==> src/rtl/multiplexed_seven_segment_driver.sv <==
// Time-multiplexed seven-segment scanner with frame-synchronous value updates and blanking.
// Latency: outputs are registered and match the prescaler/index state after each edge; new values appear at the next frame.
// Backpressure: none; Load is always accepted, and the last Load before a frame boundary wins.
module multiplexed_seven_segment_driver #(
    parameter int NUM_DIGITS         = 4,
    parameter int REFRESH_DIV        = 100000,
    parameter int BLANK_CYCLES       = 1000,
    parameter int ACTIVE_LOW         = 1,
    parameter int LEADING_ZERO_BLANK = 1
) (
    input  logic                      Clock,
    input  logic                      Reset,
    input  logic [4*NUM_DIGITS-1:0]   Value,
    input  logic [NUM_DIGITS-1:0]     DigitEnable,
    input  logic [NUM_DIGITS-1:0]     DecimalPoint,
    input  logic                      Load,
    output logic [NUM_DIGITS-1:0]     Anode,
    output logic [6:0]                Segments,
    output logic                      Dp,
    output logic                      FrameStart
);

    localparam int PW = $clog2(REFRESH_DIV);
    localparam int IW = (NUM_DIGITS > 1) ? $clog2(NUM_DIGITS) : 1;
    localparam logic [PW-1:0] P_LAST     = PW'(REFRESH_DIV - 1);
    localparam logic [IW-1:0] I_LAST     = IW'(NUM_DIGITS - 1);
    localparam logic [PW-1:0] BLANK_LAST = PW'((BLANK_CYCLES > 0) ? BLANK_CYCLES - 1 : 0);
    localparam logic          POL        = (ACTIVE_LOW != 0);
    localparam logic [NUM_DIGITS-1:0] AN_OFF = {NUM_DIGITS{POL}};
    localparam logic [6:0]    SEG_OFF    = {7{POL}};
    localparam logic [6:0]    SEG_INV    = {7{!POL}};

    logic [PW-1:0]           p, p_nxt;
    logic [IW-1:0]           idx, idx_nxt;
    logic                    wrap, frame_edge;
    logic [4*NUM_DIGITS-1:0] pend_val, act_val, act_val_nxt;
    logic [NUM_DIGITS-1:0]   pend_en, act_en, act_en_nxt;
    logic [NUM_DIGITS-1:0]   pend_dp, act_dp, act_dp_nxt;
    logic [3:0]              nib;
    logic                    en_bit, dp_bit, lz_zero, blank_slot, lit;
    logic [NUM_DIGITS-1:0]   onehot, an_nxt;
    logic [6:0]              seg_nxt;
    logic                    dp_nxt;

    // Active-low g..a codes; active-high polarity is handled by XOR at the output.
    function automatic logic [6:0] hex_to_seg_n(input logic [3:0] h);
        case (h)
            4'h0: return 7'b1000000;
            4'h1: return 7'b1111001;
            4'h2: return 7'b0100100;
            4'h3: return 7'b0110000;
            4'h4: return 7'b0011001;
            4'h5: return 7'b0010010;
            4'h6: return 7'b0000010;
            4'h7: return 7'b1111000;
            4'h8: return 7'b0000000;
            4'h9: return 7'b0010000;
            4'hA: return 7'b0001000;
            4'hB: return 7'b0000011;
            4'hC: return 7'b1000110;
            4'hD: return 7'b0100001;
            4'hE: return 7'b0000110;
            default: return 7'b0001110;
        endcase
    endfunction

    always_comb begin
        wrap       = (p == P_LAST);
        frame_edge = wrap && (idx == I_LAST);
        p_nxt      = wrap ? '0 : p + 1'b1;
        idx_nxt    = wrap ? ((idx == I_LAST) ? '0 : idx + 1'b1) : idx;

        // A Load on the boundary edge bypasses pending so the new frame shows it directly.
        act_val_nxt = act_val;
        act_en_nxt  = act_en;
        act_dp_nxt  = act_dp;
        if (frame_edge) begin
            act_val_nxt = Load ? Value        : pend_val;
            act_en_nxt  = Load ? DigitEnable  : pend_en;
            act_dp_nxt  = Load ? DecimalPoint : pend_dp;
        end
    end

    always_comb begin
        nib     = '0;
        en_bit  = 1'b0;
        dp_bit  = 1'b0;
        lz_zero = 1'b1;
        for (int k = 0; k < NUM_DIGITS; k++) begin
            if (idx_nxt == IW'(k)) begin
                nib    = act_val_nxt[4*k +: 4];
                en_bit = act_en_nxt[k];
                dp_bit = act_dp_nxt[k];
            end
            if (k >= int'(idx_nxt) && act_val_nxt[4*k +: 4] != 4'd0)
                lz_zero = 1'b0;
        end

        blank_slot = (BLANK_CYCLES > 0) && (p_nxt <= BLANK_LAST);
        lit        = !blank_slot && en_bit &&
                     !((LEADING_ZERO_BLANK != 0) && (idx_nxt != '0) && lz_zero);
        onehot     = NUM_DIGITS'(1) << idx_nxt;
        an_nxt     = lit ? (onehot ^ AN_OFF) : AN_OFF;
        seg_nxt    = lit ? (hex_to_seg_n(nib) ^ SEG_INV) : SEG_OFF;
        dp_nxt     = (lit && dp_bit) ^ POL;
    end

    always_ff @(posedge Clock) begin
        if (Reset) begin
            p          <= '0;
            idx        <= '0;
            pend_val   <= '0;
            pend_en    <= '0;
            pend_dp    <= '0;
            act_val    <= '0;
            act_en     <= '0;
            act_dp     <= '0;
            Anode      <= AN_OFF;
            Segments   <= SEG_OFF;
            Dp         <= POL;
            FrameStart <= 1'b0;
        end else begin
            p          <= p_nxt;
            idx        <= idx_nxt;
            if (Load) begin
                pend_val <= Value;
                pend_en  <= DigitEnable;
                pend_dp  <= DecimalPoint;
            end
            act_val    <= act_val_nxt;
            act_en     <= act_en_nxt;
            act_dp     <= act_dp_nxt;
            Anode      <= an_nxt;
            Segments   <= seg_nxt;
            Dp         <= dp_nxt;
            FrameStart <= frame_edge;
        end
    end

endmodule

==> config.mk <==
export PLATFORM = sky130hd
export DESIGN_NAME = multiplexed_seven_segment_driver
export DESIGN_NICKNAME = d
export VERILOG_FILES = /design/src/rtl/multiplexed_seven_segment_driver.sv
export SDC_FILE = /design/constraint.sdc
export NUM_CORES = 1
export LEC_CHECK = 0
export ABC_AREA = 1
export CAP_MARGIN = 20
export CORE_MARGIN = 1
export CORE_UTILIZATION = 29
export DETAILED_ROUTE_END_ITERATION = 6
export GPL_ROUTABILITY_DRIVEN = 0
export SYNTH_ARGS = -nofsm -noshare
export SYNTH_HDL_FRONTEND = slang
export SYNTH_SLANG_ARGS = --single-unit
==> constraint.sdc <==
create_clock -name Clock -period 2.86 [get_ports Clock]
set_clock_uncertainty 0.15 [all_clocks]
set_input_delay 0.715 -clock Clock [delete_from_list [all_inputs] [get_ports Clock]]
set_output_delay 0.715 -clock Clock [all_outputs]
set_load 0.02 [all_outputs]
==> results.yml, run 1 <==
placement:
  placed_area_um2: 4750
  hpwlAfterDp_mm: 6.893
  pre_cts_ws_ns: -0.1652
  dp_cells: 778
  portBuffers: 39
timing:
  final.setup.tns_ns: 0
  setup_violations: 0
  slew_headroom_pct: 49.20
  tightest_slew_ns: 0.7620
  fin_ws_ns: 0.2147
  rsz0062_at_grt: "false"
  slew_viol_final: 0
  period_share_pct: 92.49
  fin_crit_ns: 2.645
  fmax_ghz: 0.3780
  finalHoldViolCount: 0
global_route:
  grt_max_degree: 42
  grt_pass1_wl_mm: 15.76
  antenna_found_initial: 0
  overflow: 0
  grt_pass1_vias: 3482
  track_usage_pct: 14.15
worst_hold_path:
  min_path_type: "flip-flop to flip-flop"
  hold_depth: 1
  hold_start: "p[0]"
  whs_endpoint: "p[0]"
setup_path:
  worstPathMaxFanout: 7
  crit_family: "simple AND/OR/NAND/NOR gates"
  r2r_slack_ns: 0.21
  start_kind: "flip-flop"
  critPathKind: "flip-flop to flip-flop"
  critPathCaptureType: "flip-flop"
  r2r_start: "p[0]"
  r2r_end: "Segments[2]"
  crit_chain: "ha_1 > nand2_1 > inv_2 > nand2_4 > nor2_8 > nand3_2 > o21ai_1 > nand2_1 > nand2_1 > nor2_4 > buf_4 > ha_1 > nand4_1 > nor2_1 > a21oi_1 > nand2_1"
  slowest_stage: "dfxtp_2"
  reg2reg_depth: 16
  crit_required_ns: 2.94
  slowest_delay_ns: 0.34
  arrival_ns: 2.72
  crit_top_cell: "nand2_1"
  crit_buf_inv: 2
synth:
  synth_top_family_by_area: "simple AND/OR/NAND/NOR gates"
  synth-compound-area-share_pct: 5.426
  synth_edf_count: 0
  ys.flop_type: "dfxtp_1"
  synth-seq-area-share_pct: 40.86
  syn_nets: 577
  synthSimpleGateAreaFrac_pct: 38.40
  synth_area_um2: 3920
  synthArstFlopShare_pct: 0
  ys_types: 31
  synthAdderAreaFrac_pct: 2.234
  synthMuxAreaShare_pct: 3.830
  synth_area_per_cell_um2: 7.219
  synth_seq_cells: 80
  yosysWarnings: 0
  synth-xor-area-share_pct: 0.8937
  syn_inst: 543
power_and_ir_drop:
  cellInternalPower_mw: 1.932
  comb_power_share_pct: 5.5
  p_leak_nw: 2.351
  vdd_drop_max_mv: 0.2646
  p_sw_share_pct: 20.89
  powerDensity_nw_per_um2: 473.4
  seq_power_share_pct: 47.0
  switching_power_mw: 0.5104
  p_clk_share_pct: 47.5
layout:
  instances_no_fill: 802
  diodes: 0
  seq_area_um2: 1603
  nets: 655
  fin_area_um2: 5160
  drive_gt1_share_pct: 17.41
  multi_input_area_um2: 2034
  final_common_cell: "nand2_1"
  syn_to_final_growth_pct: 31.63
  nFillCells: 1324
  final_cell_mix: "134 x nand2_1, 89 x nor2_1, 79 x dfxtp_1"
route:
  drt_drc_violations_left: 0
  viasPerCell: 4.493
  ant_nets: 0
  wirelength_mm: 9.683
  via_count: 3603
  initialDrtViolationCount: 171
  post_drt_wl_per_cell_um: 12.07
  dr.pass1.iters: 4
floorplan:
  die_x_um: 118.3
  core_area_um2: 13190
  io_pins: 40
  die_h_um: 118.3
  dieArea_um2: 13990
  start_util_pct: 29.72
  rows: 42
clocking:
  hold_buffers: 0
  cts_buffers: 9
  root_buffer: "clkbuf_16"
  cts.sinks: 80
  htreeDepth: 3
  clk_pin_slew_ns: 0.06
  clock_latency_ns: 0.34
  cts_tree: "done"
  clk_path_buf_depth: 2
status:
  outcome: "finished, final reports clean"
flow_run:
  cap_viol_max_count: 0
## repair_timing
item	in CTS	in global routing
setup buffers	0	5
resized for setup	0	7
setup endpoints to repair	0	5
hold endpoints to repair	0	0
## Yosys cell counts, types with 9 or more instances
master / number / area (um^2)
nand4_1: 19 / 118.9
o21ai_0: 14 / 70.07
dfxtp_1: 80 / 1602
clkbuf_1: 9 / 33.78
nor2_1: 89 / 334.1
nand3_1: 33 / 165.2
nand2_1: 134 / 503.0
inv_1: 55 / 206.5
inv_2: 10 / 37.54
mux2i_1: 15 / 150.1
nand2_2: 13 / 81.33
## registers in the layout, indices dropped and copies added (netlist names)
register / cells
act_dp: 4
Anode: 4
pend_val: 16
FrameStart: 1
p: 17
pend_en: 4
Dp: 1
pend_dp: 4
act_val: 16
idx: 2
Segments: 7
act_en: 4
## layout make-up
class | count | share of cell area [%]
Clock inverter | 3 | 0.7759
Multi-Input combinational cell | 384 | 39.43
Inverter | 65 | 4.728
Tap cell | 176 | 4.268
Clock buffer | 13 | 5.044
Timing Repair Buffer | 81 | 14.69
Sequential cell | 80 | 31.06
## power by group through the flow
| stage | sequential, mW | clock [mW] | combinational, mW |
|---|---|---|---|
| global route | 1.15 | 1.23 | 0.149 |
| CTS | 1.15 | 1.19 | 0.131 |
| floorplan | 1.17 | 0 | 0.0659 |
| finish | 1.15 | 1.16 | 0.135 |
| global placement | 1.17 | 0 | 0.128 |
| detailed placement | 1.17 | 0 | 0.130 |
## per-stage QoR
step           hold slack (ns)  power (mW)  util (%)
2_1_floorplan           0.2679       1.235         -
3_3_place_gp            0.2764       1.298     36.01
3_5_place_dp            0.2888       1.301     36.01
4_1_cts                 0.3017       2.469     38.29
5_1_grt                 0.2944       2.532     39.12
6_report                0.2652       2.443     39.12
## logic make-up after synthesis
| kind of cell | after synthesis |
|---|---|
| adder cells (fa/ha/maj) | 7 |
| AND/OR/NAND/NOR | 318 |
| flip-flops | 80 |
| XOR/XNOR | 4 |
| buffers and inverters | 81 |
| multiplexers | 15 |
| AO/OA/AOI/OAI | 38 |
## per-layer routing
layer / track usage (%) / vias up / routed length, um
li1: - / 1880 / -
met1: 17.96 / 1631 / 4595
met2: 22.98 / 70 / 4355
met3: 3.137 / 22 / 434
met4: 6.090 / 0 / 297
met5: 0 / - / 0
## how the worst max path moves through the flow
| stage | from | to | depth (start not counted) |
|---|---|---|---|
| 6_report | p[0] | Segments[2] | 16 |
| 2_1_floorplan | Load | Segments[2] | 13 |
| 5_1_grt | p[1] | Segments[0] | 18 |
| 4_1_cts | p[0] | Segments[2] | 17 |
| 3_3_place_gp | Load | Segments[0] | 13 |
| 3_5_place_dp | Load | Segments[0] | 13 |
Note: power is estimated with default switching activity, not from simulation.
==> inputs of run 2 (changes only) <==
--- a/config.mk
+++ b/config.mk
@@ -6,11 +6,11 @@
 export NUM_CORES = 1
 export LEC_CHECK = 0
 export ABC_AREA = 1
-export CAP_MARGIN = 20
 export CORE_MARGIN = 1
 export CORE_UTILIZATION = 29
 export DETAILED_ROUTE_END_ITERATION = 6
 export GPL_ROUTABILITY_DRIVEN = 0
+export MAX_ROUTING_LAYER = met4
 export SYNTH_ARGS = -nofsm -noshare
 export SYNTH_HDL_FRONTEND = slang
 export SYNTH_SLANG_ARGS = --single-unit
==> results.yml, run 2 (same netlist as run 1, synthesis figures left out) <==
route:
  top_layer: "met4"
  via_count: 3590
  met1_length_mm: 4.784
  dr.pass1.iters: 7
  post_drt_wl_per_cell_um: 12.07
  initialDrtViolationCount: 169
  drt_drc_violations_left: 0
  viasPerCell: 4.476
  wirelength_mm: 9.679
  dr_wl_met3_um: 272
  ant_nets: 0
  met2_length_mm: 4.394
clocking:
  cts_buffers: 9
  cts_tree: "done"
  htreeDepth: 3
  root_buffer: "clkbuf_16"
  clock_latency_ns: 0.34
  cts.sinks: 80
  clk_pin_slew_ns: 0.06
  clk_path_buf_depth: 2
timing:
  period_share_pct: 92.89
  fmax_ghz: 0.3764
  setup_violations: 0
  final.setup.tns_ns: 0
  rsz0062_at_grt: "false"
  tightest_slew_ns: 0.7735
  finalHoldViolCount: 0
  slew_viol_final: 0
  slew_headroom_pct: 48.43
  fin_crit_ns: 2.657
  fin_ws_ns: 0.2032
layout:
  top_regs: "p: 17 flops, act_val: 16 flops, pend_val: 16 flops"
  finish.utilization_pct: 39.12
  syn_to_final_growth_pct: 31.63
  fin_area_um2: 5160
  nets: 655
  regMostFlops: "p"
  largest_register_ffs: 17
  drive_gt1_share_pct: 17.41
  final_cell_mix: "134 x nand2_1, 89 x nor2_1, 79 x dfxtp_1"
  diodes: 0
  final_common_cell: "nand2_1"
  nFillCells: 1324
power_and_ir_drop:
  powerDensity_nw_per_um2: 473.0
  finalPower_mw: 2.441
  vdd_drop_max_mv: 0.2646
  p_leak_nw: 2.351
setup_path:
  r2r_slack_ns: 0.20
  crit_top_cell: "nand2_1"
  slowest_delay_ns: 0.34
  critPathCaptureType: "flip-flop"
  critPathKind: "flip-flop to flip-flop"
  reg2reg_depth: 16
  crit_required_ns: 2.94
  crit_chain: "ha_1 > nand2_1 > inv_2 > nand2_4 > nor2_8 > nand3_2 > o21ai_1 > nand2_1 > nand2_1 > nor2_4 > buf_4 > ha_1 > nand4_1 > nor2_1 > a21oi_1 > nand2_1"
  slowest_stage: "dfxtp_2"
  r2r_end: "Segments[2]"
  start_kind: "flip-flop"
  crit_start: "p[0]"
  endpoint: "Segments[2]"
  arrival_ns: 2.73
  r2r_start: "p[0]"
  worstPathMaxFanout: 7
flow_run:
  cap_viol_max_count: 0
floorplan:
  rows: 42
  die_x_um: 118.3
  core_area_um2: 13190
  start_util_pct: 29.72
  io_pins: 40
  die_h_um: 118.3
  dieArea_um2: 13990
global_route:
  track_usage_pct: 14.54
  grt_pass1_vias: 3489
  antenna_found_initial: 0
  overflow: 0
  grt_max_degree: 42
  grt_pass1_wl_mm: 15.75
placement:
  hpwlAfterDp_mm: 6.893
  placed_area_um2: 4750
  pre_cts_ws_ns: -0.1652
  portBuffers: 39
worst_hold_path:
  min_path_type: "flip-flop to flip-flop"
status:
  outcome: "finished, final reports clean"
-- run 2: cell counts in the layout (fill, tap and decap cells not counted) --
Identical to the previous run, type by type.
-- run 2: worst min-delay path by stage --
stage            to  start  cells after the start
4_1_cts        p[0]   p[0]                      1
6_report       p[0]   p[0]                      1
3_3_place_gp   p[0]   p[0]                      1
5_1_grt        p[0]   p[0]                      1
3_5_place_dp   p[0]   p[0]                      1
2_1_floorplan  p[0]   p[0]                      1
-- run 2: area by class of cell --
type,instances,area (um^2),share of cell area [%]
multi-input cells,384,2034,39.43
clock inverters,3,40.04,0.7759
inverters,65,244.0,4.728
well taps,176,220.2,4.268
clock buffers,13,260.3,5.044
flip-flops and latches,80,1603,31.06
repair buffers,81,758.2,14.69
-- run 2: repair_timing --
action,in CTS,in global routing
resized for setup,0,7
endpoints found under the setup margin,0,5
hold buffers,0,0
endpoints found under the hold margin,0,0
buffers inserted,0,5
-- run 2: layer usage --
layer  global-route usage, %  up-vias
met4                   6.090        0
met1                   17.99     1643
met5                       -        -
met2                   23.09       52
li1                        -     1877
met3                   2.847       18
-- run 2: through the flow --
stage | instances | hold WS [ns]
detailed placement | 778 | 0.2888
CTS | 794 | 0.3017
global placement | 778 | 0.2764
floorplan | 543 | 0.2679
finish | 802 | 0.2652
global route | 802 | 0.2944
-- run 2: worst max-delay path, delay by kind of cell, from the launching register on --
family,cells,cell delay [ns]
and+or+nand+nor,10,1.08
buffers and inverters,2,0.24
DFF,1,0.34
AOI/OAI and AO/OA,2,0.39
adders and majority gates,2,0.35
-- run 2: report_power, final --
part | internal, mW | switching, mW
logic | 0.0716 | 0.0637
clock network | 0.721 | 0.437
registers | 1.14 | 0.00755
total | 1.93 | 0.508
